### config.mk
export PLATFORM = sky130hd
export DESIGN_NAME = serial_subtractor
export DESIGN_NICKNAME = d
export VERILOG_FILES = /design/src/rtl/serial_subtractor.sv
export SDC_FILE = /design/constraint.sdc
export NUM_CORES = 1
export LEC_CHECK = 0
export CORE_MARGIN = 3
export CORE_UTILIZATION = 40
export CTS_CLUSTER_SIZE = 10
export DETAILED_ROUTE_END_ITERATION = 6
export PLACE_DENSITY = 0.71
export RECOVER_POWER = 25
export REMOVE_ABC_BUFFERS = 1
export SKIP_LAST_GASP = 1
export SYNTH_ARGS = -nofsm -noshare
export SYNTH_HDL_FRONTEND = slang
export SYNTH_SLANG_ARGS = --single-unit
### constraint.sdc
create_clock -name clk -period 2.1 [get_ports clk]
set_input_delay 0.525 -clock clk [delete_from_list [all_inputs] [get_ports clk]]
set_output_delay 0.525 -clock clk [all_outputs]
set_load 0.005 [all_outputs]
### src/rtl/serial_subtractor.sv
// Digit-serial two's-complement subtractor: D = X - Y - Bi, computed DIGIT bits per clock
// through a ripple of full adders fed with the inverted subtrahend (X + ~Y + ~Bi).
module serial_subtractor #(
  parameter int WIDTH = 32,
  parameter int DIGIT = 1
) (
  input  logic             clk,
  input  logic             rst,
  input  logic             start,
  input  logic [WIDTH-1:0] X,
  input  logic [WIDTH-1:0] Y,
  input  logic             Bi,
  output logic             busy,
  output logic             done,
  output logic [WIDTH-1:0] D,
  output logic             Bo,
  output logic             V
);

  localparam int N  = WIDTH / DIGIT;
  localparam int CW = (N > 1) ? $clog2(N) : 1;

  generate
    if (DIGIT < 1 || (WIDTH % DIGIT) != 0) begin : g_digit_check
      $error("serial_subtractor: DIGIT must be a positive divisor of WIDTH");
    end
  endgenerate

  typedef enum logic [1:0] {IDLE, RUN, DONE} state_t;

  state_t           state;
  logic [WIDTH-1:0] x_sr;
  logic [WIDTH-1:0] y_sr;
  logic [WIDTH-1:0] r_sr;
  logic             carry;
  logic [CW-1:0]    cnt;
  logic             xs;
  logic             ys;

  logic [DIGIT-1:0]       sum;
  logic                   cout;
  logic [WIDTH+DIGIT-1:0] r_cat;
  logic [WIDTH-1:0]       r_next;
  logic                   accept;
  logic                   last_step;

  // One digit of X + ~Y + carry.
  always_comb begin : chain
    logic c;
    logic ny;
    // NOTE: blocking assignments here model the ripple inside one cycle; c must update in loop order.
    c   = carry;
    sum = '0;
    for (int i = 0; i < DIGIT; i++) begin
      ny     = ~y_sr[i];
      sum[i] = x_sr[i] ^ ny ^ c;
      c      = (x_sr[i] & ny) | ((x_sr[i] ^ ny) & c);
    end
    cout = c;
  end

  // New sum digit enters at the MSB end; the oldest digits end up at the LSB end after N steps.
  assign r_cat     = {sum, r_sr};
  assign r_next    = r_cat[WIDTH+DIGIT-1:DIGIT];
  assign accept    = start && (state == IDLE || state == DONE);
  assign last_step = (cnt == CW'(N - 1));

  // NOTE: all state is non-blocking so every register samples pre-edge values of the others.
  always_ff @(posedge clk) begin
    if (rst) begin
      state <= IDLE;
      x_sr  <= '0;
      y_sr  <= '0;
      r_sr  <= '0;
      carry <= 1'b0;
      cnt   <= '0;
      xs    <= 1'b0;
      ys    <= 1'b0;
      busy  <= 1'b0;
      done  <= 1'b0;
      D     <= '0;
      Bo    <= 1'b0;
      V     <= 1'b0;
    end else begin
      unique case (state)
        IDLE, DONE: begin
          done <= 1'b0;
          if (accept) begin
            state <= RUN;
            x_sr  <= X;
            y_sr  <= Y;
            xs    <= X[WIDTH-1];
            ys    <= Y[WIDTH-1];
            carry <= ~Bi;
            cnt   <= '0;
            busy  <= 1'b1;
          end else begin
            state <= IDLE;
          end
        end
        RUN: begin
          x_sr  <= x_sr >> DIGIT;
          y_sr  <= y_sr >> DIGIT;
          r_sr  <= r_next;
          carry <= cout;
          cnt   <= cnt + CW'(1);
          if (last_step) begin
            state <= DONE;
            busy  <= 1'b0;
            done  <= 1'b1;
            D     <= r_next;
            Bo    <= ~cout;
            V     <= (xs != ys) && (r_next[WIDTH-1] != xs);
          end
        end
        default: state <= IDLE;
      endcase
    end
  end

endmodule

==> out/metrics.yaml, run 1 <==
die:
  die_h_um: 121
  core_area_mm2: 0.0128
  die-width_um: 121
  initial_core_util_pct: 41.5
  die_area_mm2: 0.0147
  ioPinCount: 104
  num_rows: 41
drt:
  vias: 4775
  viasPerCell: 5.34
  drt_wl_total_mm: 12.7
  ant_nets: 0
  routedWlPerCell_um: 14.2
  first_pass_iters: 5
  drc: 0
  drtIter0Drc: 415
worst_setup_path:
  max_stage_delay_ns: 0.56
  timing.critical_path.to: "y_sr[17]$_SDFFE_PP0P_"
  path_delay_family: "buffers and inverters"
  worst-setup-path-type: "primary input to flip-flop"
  worstRegToRegCells: 7
  path_max_fanout: 41
  worst-path-stages: 5
  reg2reg_slack_ns: 0.30
  start_kind: "primary input"
  path_buf_inv: 2
  timing.critical_path.from: "start"
  endpoint_kind: "flip-flop"
  critPathSlowestCell: "dlygate4sd3_1"
  rr_endpoint: "D[12]$_SDFFE_PP0P_"
  cp_cell_sequence: "dlygate4sd3_1 -> nor2b_2 -> clkbuf_4 -> a22oi_1 -> a21oi_1"
  required_ns: 2.43
  rr_startpoint: "cnt[0]$_SDFFE_PP0P_"
  arrival_ns: 2.15
pwr:
  p_int_mw: 4.95
  powerDensity_mw_per_mm2: 907
  vdd_drop_max_v: 0.000645
  p_leak_nw: 2.38
  clockPowerShare_pct: 47.1
  total_power_mw: 6.39
  switchingPower_mw: 1.44
  p_seq_share_pct: 44.3
  combPwrFrac_pct: 8.6
  swShare_pct: 22.6
timing:
  fin_crit_sh_pct: 86.3
  min_period_ns: 1.81
  setup-violations-final: 0
  rsz0062_at_grt: "false"
  fmax_mhz: 551
  tightest_slew_ns: 0.615
  hold_viol: 0
  max-slew-margin-rel_pct: 59.0
  report.final.slew_viol_count: 0
  skew_ns: 0.00433
clock_tree:
  cts_sinks: 141
  cts_tree: "yes"
  htree_num_levels: 4
  cts_made_buffers: 17
  post_cts_buffers: 0
  clkTransAtPathRegs_ns: 0.05
  ctsHoldBuffers: 0
  cts_resized: 0
  insertion_delay_ns: 0.41
  cts_root_buf: "clkbuf_16"
  cts.path.max_buffers: 2
logic_synthesis:
  syn-cell-area_mm2: 0.00532
  syn_inst: 630
  synthFlopType: "dfxtp_1"
  seq_area_frac_synth_pct: 53.0
  async_flop_share_pct: 0
  avgSynthCellArea_um2: 8.45
  synth_largest_type_area_fraction_pct: 53.0
  synth_edf_count: 0
  synth_seq_cells: 141
  synth_most_common_cell: "dfxtp_1"
  synth_top_area_cell: "dfxtp_1"
  ys_types: 23
  ys_warn_count: 0
  synth.area.top_cells: "dfxtp_1, a21oi_1, nand2_1"
  synthTopCellsByCount: "dfxtp_1, a21oi_1, nand2_1"
place:
  io_buffers: 103
  place_area_mm2: 0.00649
  post-dp-hpwl_mm: 8.32
  gp_congestion: 0.803
  numPlacedInstances: 862
finish:
  final_area_mm2: 0.00705
  area_growth_pct: 32.5
  drive_gt1_share_pct: 7.06
  nets: 780
  antenna_cells: 0
  fin_cells: 894
global_route:
  grt_max_degree: 79
  grt_usage_pct: 17.9
  grt-ovfl-total: 0
  grt_pass1_wl_mm: 21.5
  grt_pass1_vias: 4545
  antenna_found_initial: 0
outcome:
  run_status: "finished clean"
min_path:
  hold_class: "flip-flop to flip-flop"
job:
  max_cap_violations: 0
-- tightest hold or removal path, delay by kind of cell (launching register included) --
family / cells / cell delay, ns
flops: 1 / 0.30
simple gates: 1 / 0.05
compound gates: 1 / 0.05
-- state kept, by name, indices dropped and copies added (netlist names), 2 cells and up --
name,flops
D,32
x_sr,32
y_sr,32
r_sr,31
cnt,5
state,2
-- cells by family (layout without fill, tap and decap cells) --
kind of cell / count (synthesis) / count (layout) / share of synthesized area [%]
multiplexers: 2 / 2 / 0.423
flip-flops: 141 / 141 / 53.0
adder cells (fa/ha/maj): 3 / 3 / 0.846
buffers and inverters: 62 / 154 / 5.67
AO/OA/AOI/OAI: 204 / 204 / 22.4
AND/OR/NAND/NOR: 218 / 218 / 17.6
-- worst min-delay path by stage --
stage	from	endpoint	slack (ns)	depth (start not counted)
after floorplan	r_sr[1]$_SDFFE_PP0P_	D[0]$_SDFFE_PP0P_	0.43	2
after global placement	D[16]$_SDFFE_PP0P_	D[16]$_SDFFE_PP0P_	0.44	2
after detailed placement	D[26]$_SDFFE_PP0P_	D[26]$_SDFFE_PP0P_	0.45	2
after CTS	rst	cnt[4]$_SDFFE_PP0P_	0.44	2
after global routing	rst	x_sr[7]$_SDFFE_PP0P_	0.46	2
final	D[26]$_SDFFE_PP0P_	D[26]$_SDFFE_PP0P_	0.45	2
-- metrics by stage --
stage / worst slack (ns) / hold WS, ns / utilization (%) / setup TNS (ns)
final: 0.287 / 0.452 / 55.0 / 0
after global routing: 0.114 / 0.463 / 55.0 / 0
after CTS: 0.275 / 0.445 / 55.3 / 0
after detailed placement: 0.266 / 0.447 / 50.6 / 0
after global placement: 0.325 / 0.444 / 50.6 / 0
after floorplan: -2.29 / 0.426 / - / -209.27
-- power by group through the flow --
stage	logic (mW)	registers, mW	clock network (mW)
2_1_floorplan	0.266	2.87	0
3_3_place_gp	0.545	2.89	0
3_5_place_dp	0.561	2.89	0
4_1_cts	0.562	2.83	3.07
5_1_grt	0.608	2.84	3.22
6_report	0.549	2.83	3.01
-- cell type report --
cell class,count,area (µm²)
multi-input combinational,427,2220
clock buffer,22,464
inverter,2,7.51
clock inverter,10,139
timing repair buffer,120,1190
tap,172,215
sequential,141,2820
fill,1236,5770
-- per-layer routing --
metal	vias to the layer above	track usage, %	wire length (µm)
met5	-	0	0
met4	0	4.20	30
met3	4	6.90	1070
met2	170	28.7	6050
met1	2236	22.8	5530
li1	2365	-	-
-- placed cells by master (no fill, tap or decap) --
cell,netlist,routed
bufinv_16,0,3
clkbuf_1,23,5
clkinv_2,0,2
fa_1,1,1
nand2b_4,0,1
dlygate4sd3_1,0,1
nand3b_1,2,2
nand2b_1,3,1
a211oi_1,4,4
clkinvlp_4,0,4
nand2_1,131,131
nand4_1,1,1
nand2b_2,0,1
buf_4,9,11
a22oi_1,62,62
buf_12,0,3
dfxtp_1,141,141
and3b_1,1,1
clkbuf_8,0,2
o22a_1,1,1
nor2_1,8,8
clkinv_4,0,1
inv_1,2,2
clkbuf_16,0,17
nor2b_2,0,1
clkbuf_4,0,2
ha_1,2,2
nor2b_4,0,1
a21oi_1,136,136
nor3b_1,1,1
and3_1,1,1
nand3_1,68,68
mux2_2,2,2
clkdlybuf4s50_1,0,101
o21a_1,1,1
Power figures use the tool's default switching activity.
==> run 2: changes to the inputs <==
Settings changed: ABC_AREA from default to 1, CORE_ASPECT_RATIO from default to 0.5, PLACE_DENSITY 0.71 to 0.7.
==> run 2 against run 1 <==
Net effect:
- worst hold slack gained 0.0044 ns
- utilization increased by 0.20 points
- clock power up 4%
- count of clock-buffer cells in the layout decreased by 3
- via count grew 17%
- clock skew increased by 0.011 ns
- highest routed layer unchanged
- largest cell class unchanged
- cell count is 24% higher
- non-clock buffer count grew 5
- area after synthesis grew 12%
==> out/metrics.yaml, run 2 <==
logic_synthesis:
  synth_top_area_cell: "dfxtp_1"
  syn-cell-area_mm2: 0.00595  # +12%
  ys_warn_count: 0  # unchanged
  synth.area.top_cells: "dfxtp_1, nand3_1, a21oi_1"
  synthTopCellsByCount: "nand3_1, dfxtp_1, nand2_1"
  synth_most_common_cell: "nand3_1"
  avgSynthCellArea_um2: 7.17  # -15%
  synth_edf_count: 0  # unchanged
  syn_inst: 830  # +32%
  synth_largest_type_area_fraction_pct: 47.4  # -5.6 points
  async_flop_share_pct: 0  # unchanged
  synthFlopType: "dfxtp_1"
  ys_types: 19  # -17%
  seq_area_frac_synth_pct: 47.4  # -5.6 points
  synth_seq_cells: 141  # unchanged
clock_tree:
  cts_made_buffers: 17  # unchanged
  cts.path.max_buffers: 2  # unchanged
  cts_sinks: 141  # unchanged
  post_cts_buffers: 0  # unchanged
  clkTransAtPathRegs_ns: 0.06  # about the same
  insertion_delay_ns: 0.42  # about the same
  cts_root_buf: "clkbuf_16"
  htree_num_levels: 4  # unchanged
  ctsHoldBuffers: 0  # unchanged
  cts_tree: "yes"
  cts_resized: 0  # unchanged
timing:
  max-slew-margin-rel_pct: 58.0  # -1.0 points
  setup-violations-final: 0  # unchanged
  skew_ns: 0.0154  # +0.0110 ns
  setup_slack_ns: 0.250  # -0.0365 ns
  tightest_slew_ns: 0.630  # +0.0153 ns
  min_period_ns: 1.85  # +0.0365 ns
  rsz0062_at_grt: "false"
  hold_viol: 0  # unchanged
  report.final.slew_viol_count: 0  # unchanged
  fin_crit_sh_pct: 88.1  # +1.7 points
  fmax_mhz: 541  # -2.0%
global_route:
  grt_pass1_wl_mm: 24.4  # +14%
  grt_pass1_vias: 5100  # +12%
  grt_max_degree: 61  # -23%
  antenna_found_initial: 0  # unchanged
  grt_usage_pct: 17.9  # about the same
  grt-ovfl-total: 0  # unchanged
worst_setup_path:
  worstRegToRegCells: 7  # unchanged
  timing.critical_path.to: "cnt[3]$_SDFFE_PP0P_"
  crit_top_cell: "nor2_1"
  start_kind: "flip-flop"
  required_ns: 2.45  # +0.02 ns
  reg2reg_slack_ns: 0.25  # -0.05 ns
  endpoint_kind: "flip-flop"
  rr_endpoint: "cnt[3]$_SDFFE_PP0P_"
  critPathSlowestCell: "dfxtp_2"
  timing.critical_path.from: "state[0]$_SDFFE_PP0P_"
  path_max_fanout: 13  # -68%
  worst-setup-path-type: "flip-flop to flip-flop"
  cp_cell_sequence: "inv_1 -> nand2_1 -> clkbuf_1 -> inv_1 -> nor2_1 -> nor2_1 -> nor2_1"
  rr_startpoint: "state[0]$_SDFFE_PP0P_"
  arrival_ns: 2.20  # +0.05 ns
  max_stage_delay_ns: 0.43  # -0.13 ns
die:
  die-width_um: 179  # +47%
  initial_core_util_pct: 42.4  # +0.91 points
  ioPinCount: 104  # unchanged
  die_h_um: 92.3  # -24%
  core_area_mm2: 0.0140  # +9.5%
  die_area_mm2: 0.0165  # +12%
  num_rows: 30  # -27%
place:
  pre_cts_ws_ns: 0.232  # -0.0336 ns
  post-dp-hpwl_mm: 9.28  # +12%
  gp_congestion: 0.745  # -7.2%
  io_buffers: 103  # unchanged
  place_area_mm2: 0.00715  # +10%
drt:
  vias: 5586  # +17%
  drc: 0  # unchanged
  ant_nets: 0  # unchanged
  drt_wl_total_mm: 14.4  # +14%
  viasPerCell: 5.03  # -5.8%
  routedWlPerCell_um: 13.0  # -8.2%
  first_pass_iters: 4  # -1
  drtIter0Drc: 451  # +8.7%
finish:
  final_area_mm2: 0.00775  # +9.9%
  nets: 976  # +25%
  area_growth_pct: 30.1
  mostFrequentLayoutCells: "nand3_1, dfxtp_1, nand2_1"
  antenna_cells: 0  # unchanged
  postLayoutCoreUtil_pct: 55.2  # +0.20 points
  drive_gt1_share_pct: 6.32  # -0.75 points
  reg_top3: "D x32, x_sr x32, y_sr x32"
  final_common_cell: "nand3_1"
min_path:
  hold_class: "flip-flop to flip-flop"
  hp-start: "r_sr[10]$_SDFFE_PP0P_"
pwr:
  vdd_drop_max_v: 0.000458  # -29%
  p_leak_nw: 3.09  # +30%
  powerDensity_mw_per_mm2: 874  # -3.7%
  total_power_mw: 6.77  # +5.8%
job:
  max_cap_violations: 0  # unchanged
outcome:
  run_status: "finished clean"
run 2: cell count changes after synthesis, moves of 19 or more:
cell / delta
a22oi_1: -62
o21ai_0: +39
nand2_1: -19
a21oi_1: -29
nor2_1: +31
inv_1: +88
nand3_1: +143
run 2: logic make-up after synthesis:
family / after synthesis / share of synthesized area, %
AO/OA/AOI/OAI: 157 / 13.2
buffers and inverters: 162 / 10.8
flip-flops: 141 / 47.4
adder cells (fa/ha/maj): 3 / 0.757
AND/OR/NAND/NOR: 367 / 27.8
run 2: worst min-delay path by stage:
stage	cells past startpoint	to
finish	2	r_sr[10]$_SDFFE_PP0P_
CTS	2	r_sr[10]$_SDFFE_PP0P_
global placement	2	D[0]$_SDFFE_PP0P_
detailed placement	2	r_sr[10]$_SDFFE_PP0P_
global route	2	D[18]$_SDFFE_PP0P_
floorplan	2	D[0]$_SDFFE_PP0P_
run 2: layer usage:
metal  up-vias  share of wire (%)  track usage, %
met2       116                 47            28.6
met1      2577                 49            24.3
li1       2880                  -               -
met5         -                  0               0
met4         0               0.75            4.92
met3        13                3.6            3.89
run 2: layout make-up:
class	count	area (µm²)
fill	1331	6290
sequential	141	2820
multi-input combinational	527	2500
timing repair buffer	125	1210
clock buffer	19	443
inverter	93	349
tap	192	240
clock inverter	13	178
run 2: power breakdown:
| group | leakage (nW) | internal, mW | switching (mW) |
|---|---|---|---|
| clock | 0.298 | 1.93 | 1.21 |
| sequential | 1.15 | 2.82 | 0.0814 |
| combinational | 1.64 | 0.311 | 0.408 |
run 2: worst max-delay path, delay by kind of cell (launching register included):
family / cells / cell delay (ns)
buf+inv: 3 / 0.68
flops: 1 / 0.43
simple gates: 4 / 0.66
run 2: metrics by stage:
step,std cells,hold WS (ns),TNS [ns]
after floorplan,761,0.435,-196.10
after global placement,1078,0.447,0
after detailed placement,1078,0.452,0
after CTS,1110,0.461,0
after global routing,1110,0.479,0
final,1110,0.457,0
==> run 3: changes to the inputs <==
--- a/constraint.sdc
+++ b/constraint.sdc
@@ -3,2 +3,2 @@
 set_output_delay 0.525 -clock clk [all_outputs]
-set_load 0.005 [all_outputs]
+set_load 0.05 [all_outputs]
==> run 3 against run 2 <==
Net effect:
- sequential share of layout area rose by 0.21 points
- worst hold slack improved by 0.0050 ns
- fmax fell by 10%
- clock power fell by 11%
- clock skew fell by 0.0053 ns
- routed wire length barely moved
- first-iteration DRC count fell by 2.7%
- via count fell by 1.3%
- utilization fell by 0.35 points
- cell count fell by 0.18%
- count of clock-buffer cells in the layout fell by 1
- critical path type is now flip-flop to primary output
- largest cell class unchanged
==> out/metrics.yaml, run 3 (synthesized netlist as in run 2, its figures left out) <==
outcome:
  run_status: "finished clean"
drt:
  drtIter0Drc: 439  # -2.7%
  vias: 5511  # -1.3%
  viasPerCell: 4.97  # -1.2%
  ant_nets: 0  # unchanged
  routedWlPerCell_um: 13.0  # +0.15%
  first_pass_iters: 5  # +1
  drc: 0  # unchanged
  drt_wl_total_mm: 14.4  # about the same
worst_setup_path:
  required_ns: 1.57  # -0.88 ns
  rr_endpoint: "carry$_SDFFE_PP0P_"
  path_buf_inv: 1  # -2
  rr_startpoint: "state[1]$_SDFFE_PP0P_"
  worstRegToRegCells: 7  # unchanged
  path_delay_family: "buffers and inverters"
  cp_cell_sequence: "clkdlybuf4s50_1"
  start_kind: "flip-flop"
  endpoint_kind: "primary output"
  arrival_ns: 1.54  # -0.66 ns
  reg2reg_slack_ns: 0.19  # -0.06 ns
  max_stage_delay_ns: 0.81  # +0.38 ns
  critPathSlowestCell: "clkdlybuf4s50_1"
  worst-setup-path-type: "flip-flop to primary output"
  path_max_fanout: 2  # -11
pwr:
  clockPowerShare_pct: 43.6  # -2.9 points
  powerDensity_mw_per_mm2: 835  # -4.4%
  p_int_mw: 4.69  # -7.4%
  switchingPower_mw: 1.74  # +2.3%
  vdd_drop_max_v: 0.000624  # +36%
  p_leak_nw: 3.46  # +12%
  swShare_pct: 27.1  # +1.9 points
  combPwrFrac_pct: 11.2  # +0.6 points
  p_seq_share_pct: 45.2  # +2.3 points
finish:
  postLayoutCoreUtil_pct: 54.8  # -0.35 points
  mostFrequentLayoutCells: "nand3_1, dfxtp_1, nand2_1"
  final_area_mm2: 0.00770  # -0.63%
  nFillCells: 1329  # -0.15%
  area_growth_pct: 29.3
  final_common_cell: "nand3_1"
  drive_gt1_share_pct: 6.33  # +0.014 points
  antenna_cells: 0  # unchanged
  nets: 974  # -0.20%
  reg_top3: "D x32, x_sr x32, y_sr x32"
global_route:
  grt-ovfl-total: 0  # unchanged
  grt_max_degree: 60  # -1.6%
  grt_usage_pct: 17.8  # -0.11 points
  antenna_found_initial: 0  # unchanged
  grt_pass1_vias: 5097  # -0.059%
  grt_pass1_wl_mm: 24.1  # -1.4%
place:
  place_area_mm2: 0.00715  # about the same
  io_buffers: 103  # unchanged
  gp_congestion: 0.761  # +2.1%
  post-dp-hpwl_mm: 9.15  # -1.5%
job:
  max_cap_violations: 0  # unchanged
die:
  die_h_um: 92.3  # unchanged
  initial_core_util_pct: 42.4  # unchanged
  die_area_mm2: 0.0165  # unchanged
  core_area_mm2: 0.0140  # unchanged
  ioPinCount: 104  # unchanged
  num_rows: 30  # unchanged
  die-width_um: 179  # unchanged
min_path:
  hold_depth: 2  # unchanged
  whs_endpoint: "D[20]$_SDFFE_PP0P_"
  hold_class: "flip-flop to flip-flop"
  hp-start: "D[20]$_SDFFE_PP0P_"
clock_tree:
  cts_made_buffers: 17  # unchanged
  cts_root_buf: "clkbuf_16"
  insertion_delay_ns: 0.41  # about the same
  cts_tree: "yes"
  cts.path.max_buffers: 2  # unchanged
  clkTransAtPathRegs_ns: 0.07  # about the same
  cts_sinks: 141  # unchanged
  htree_num_levels: 4  # unchanged
timing:
  min_period_ns: 2.07  # +0.216 ns
  report.final.slew_viol_count: 0  # unchanged
  rsz0062_at_grt: "false"
  max-slew-margin-rel_pct: 46.6  # -11 points
  fin_hold_ws_ns: 0.462  # +0.00495 ns
  hold_viol: 0  # unchanged
  fmax_mhz: 484  # -10%
  tightest_slew_ns: 0.799  # +0.169 ns
  setup-violations-final: 0  # unchanged
  fin_crit_sh_pct: 98.4  # +10 points
  skew_ns: 0.0100  # -0.00533 ns
run 3: cell types whose count changed in the layout (fill, tap and decap cells not counted), moves of 3 or more:
cell and delta:
clkinv_4 +3, dlygate4sd2_1 +10, clkdlybuf4s50_1 -29, clkbuf_1 -3
dlymetal6s2s_1 +19, bufinv_16 -3
run 3: power by group through the flow:
stage / clock [mW] / combinational (mW) / sequential (mW)
after floorplan: 0 / 0.376 / 2.97
after global placement: 0 / 0.722 / 2.96
after detailed placement: 0 / 0.737 / 2.96
after CTS: 2.85 / 0.740 / 2.91
after global routing: 2.97 / 0.820 / 2.92
final: 2.80 / 0.721 / 2.91
run 3: area by class of cell:
cell class / instances / area (µm²) / area share [%]
Sequential cell: 141 / 2820 / 36.7
Multi-Input combinational cell: 527 / 2490 / 32.3
Timing Repair Buffer: 123 / 1240 / 16.1
Clock buffer: 18 / 429 / 5.57
Inverter: 93 / 349 / 4.53
Tap cell: 192 / 240 / 3.12
Clock inverter: 14 / 128 / 1.66
run 3: how the worst max path moves through the flow:
stage / startpoint / to / slack (ns) / depth (start not counted)
4_1_cts: D[23]$_SDFFE_PP0P_ / D[23] / 0.002 / 1
6_report: V$_SDFFE_PP0P_ / V / 0.03 / 1
3_5_place_dp: cnt[0]$_SDFFE_PP0P_ / D[9]$_SDFFE_PP0P_ / 0.23 / 8
5_1_grt: D[17]$_SDFFE_PP0P_ / D[17] / 0.001 / 1
3_3_place_gp: cnt[0]$_SDFFE_PP0P_ / D[1]$_SDFFE_PP0P_ / 0.36 / 8
2_1_floorplan: state[0]$_SDFFE_PP0P_ / state[0]$_SDFFE_PP0P_ / -1.91 / 5
run 3: per-stage QoR:
stage | std cells | total power [mW] | setup TNS [ns] | setup slack [ns]
2_1_floorplan | 761 | 3.34 | -196.10 | -1.91
6_report | 1108 | 6.43 | 0 | 0.0344
4_1_cts | 1108 | 6.50 | 0 | 0.00158
3_3_place_gp | 1076 | 3.68 | 0 | 0.359
5_1_grt | 1108 | 6.72 | 0 | 0.00115
3_5_place_dp | 1076 | 3.70 | 0 | 0.229
run 3: layer usage:
layer	vias up	global-route usage, %	wire length, µm
met5	-	0	0
met4	0	5.31	145
met3	12	3.14	565
met2	105	29.3	6700
met1	2517	23.8	7030
li1	2877	-	-
run 3: timing repair:
item / 4_1_cts / 5_1_grt
endpoints found under the setup margin: 10 / 19
pin swaps: 0 / 0
hold buffers: 0 / 0
gates resized for setup: 10 / 19
setup buffers: 0 / 0
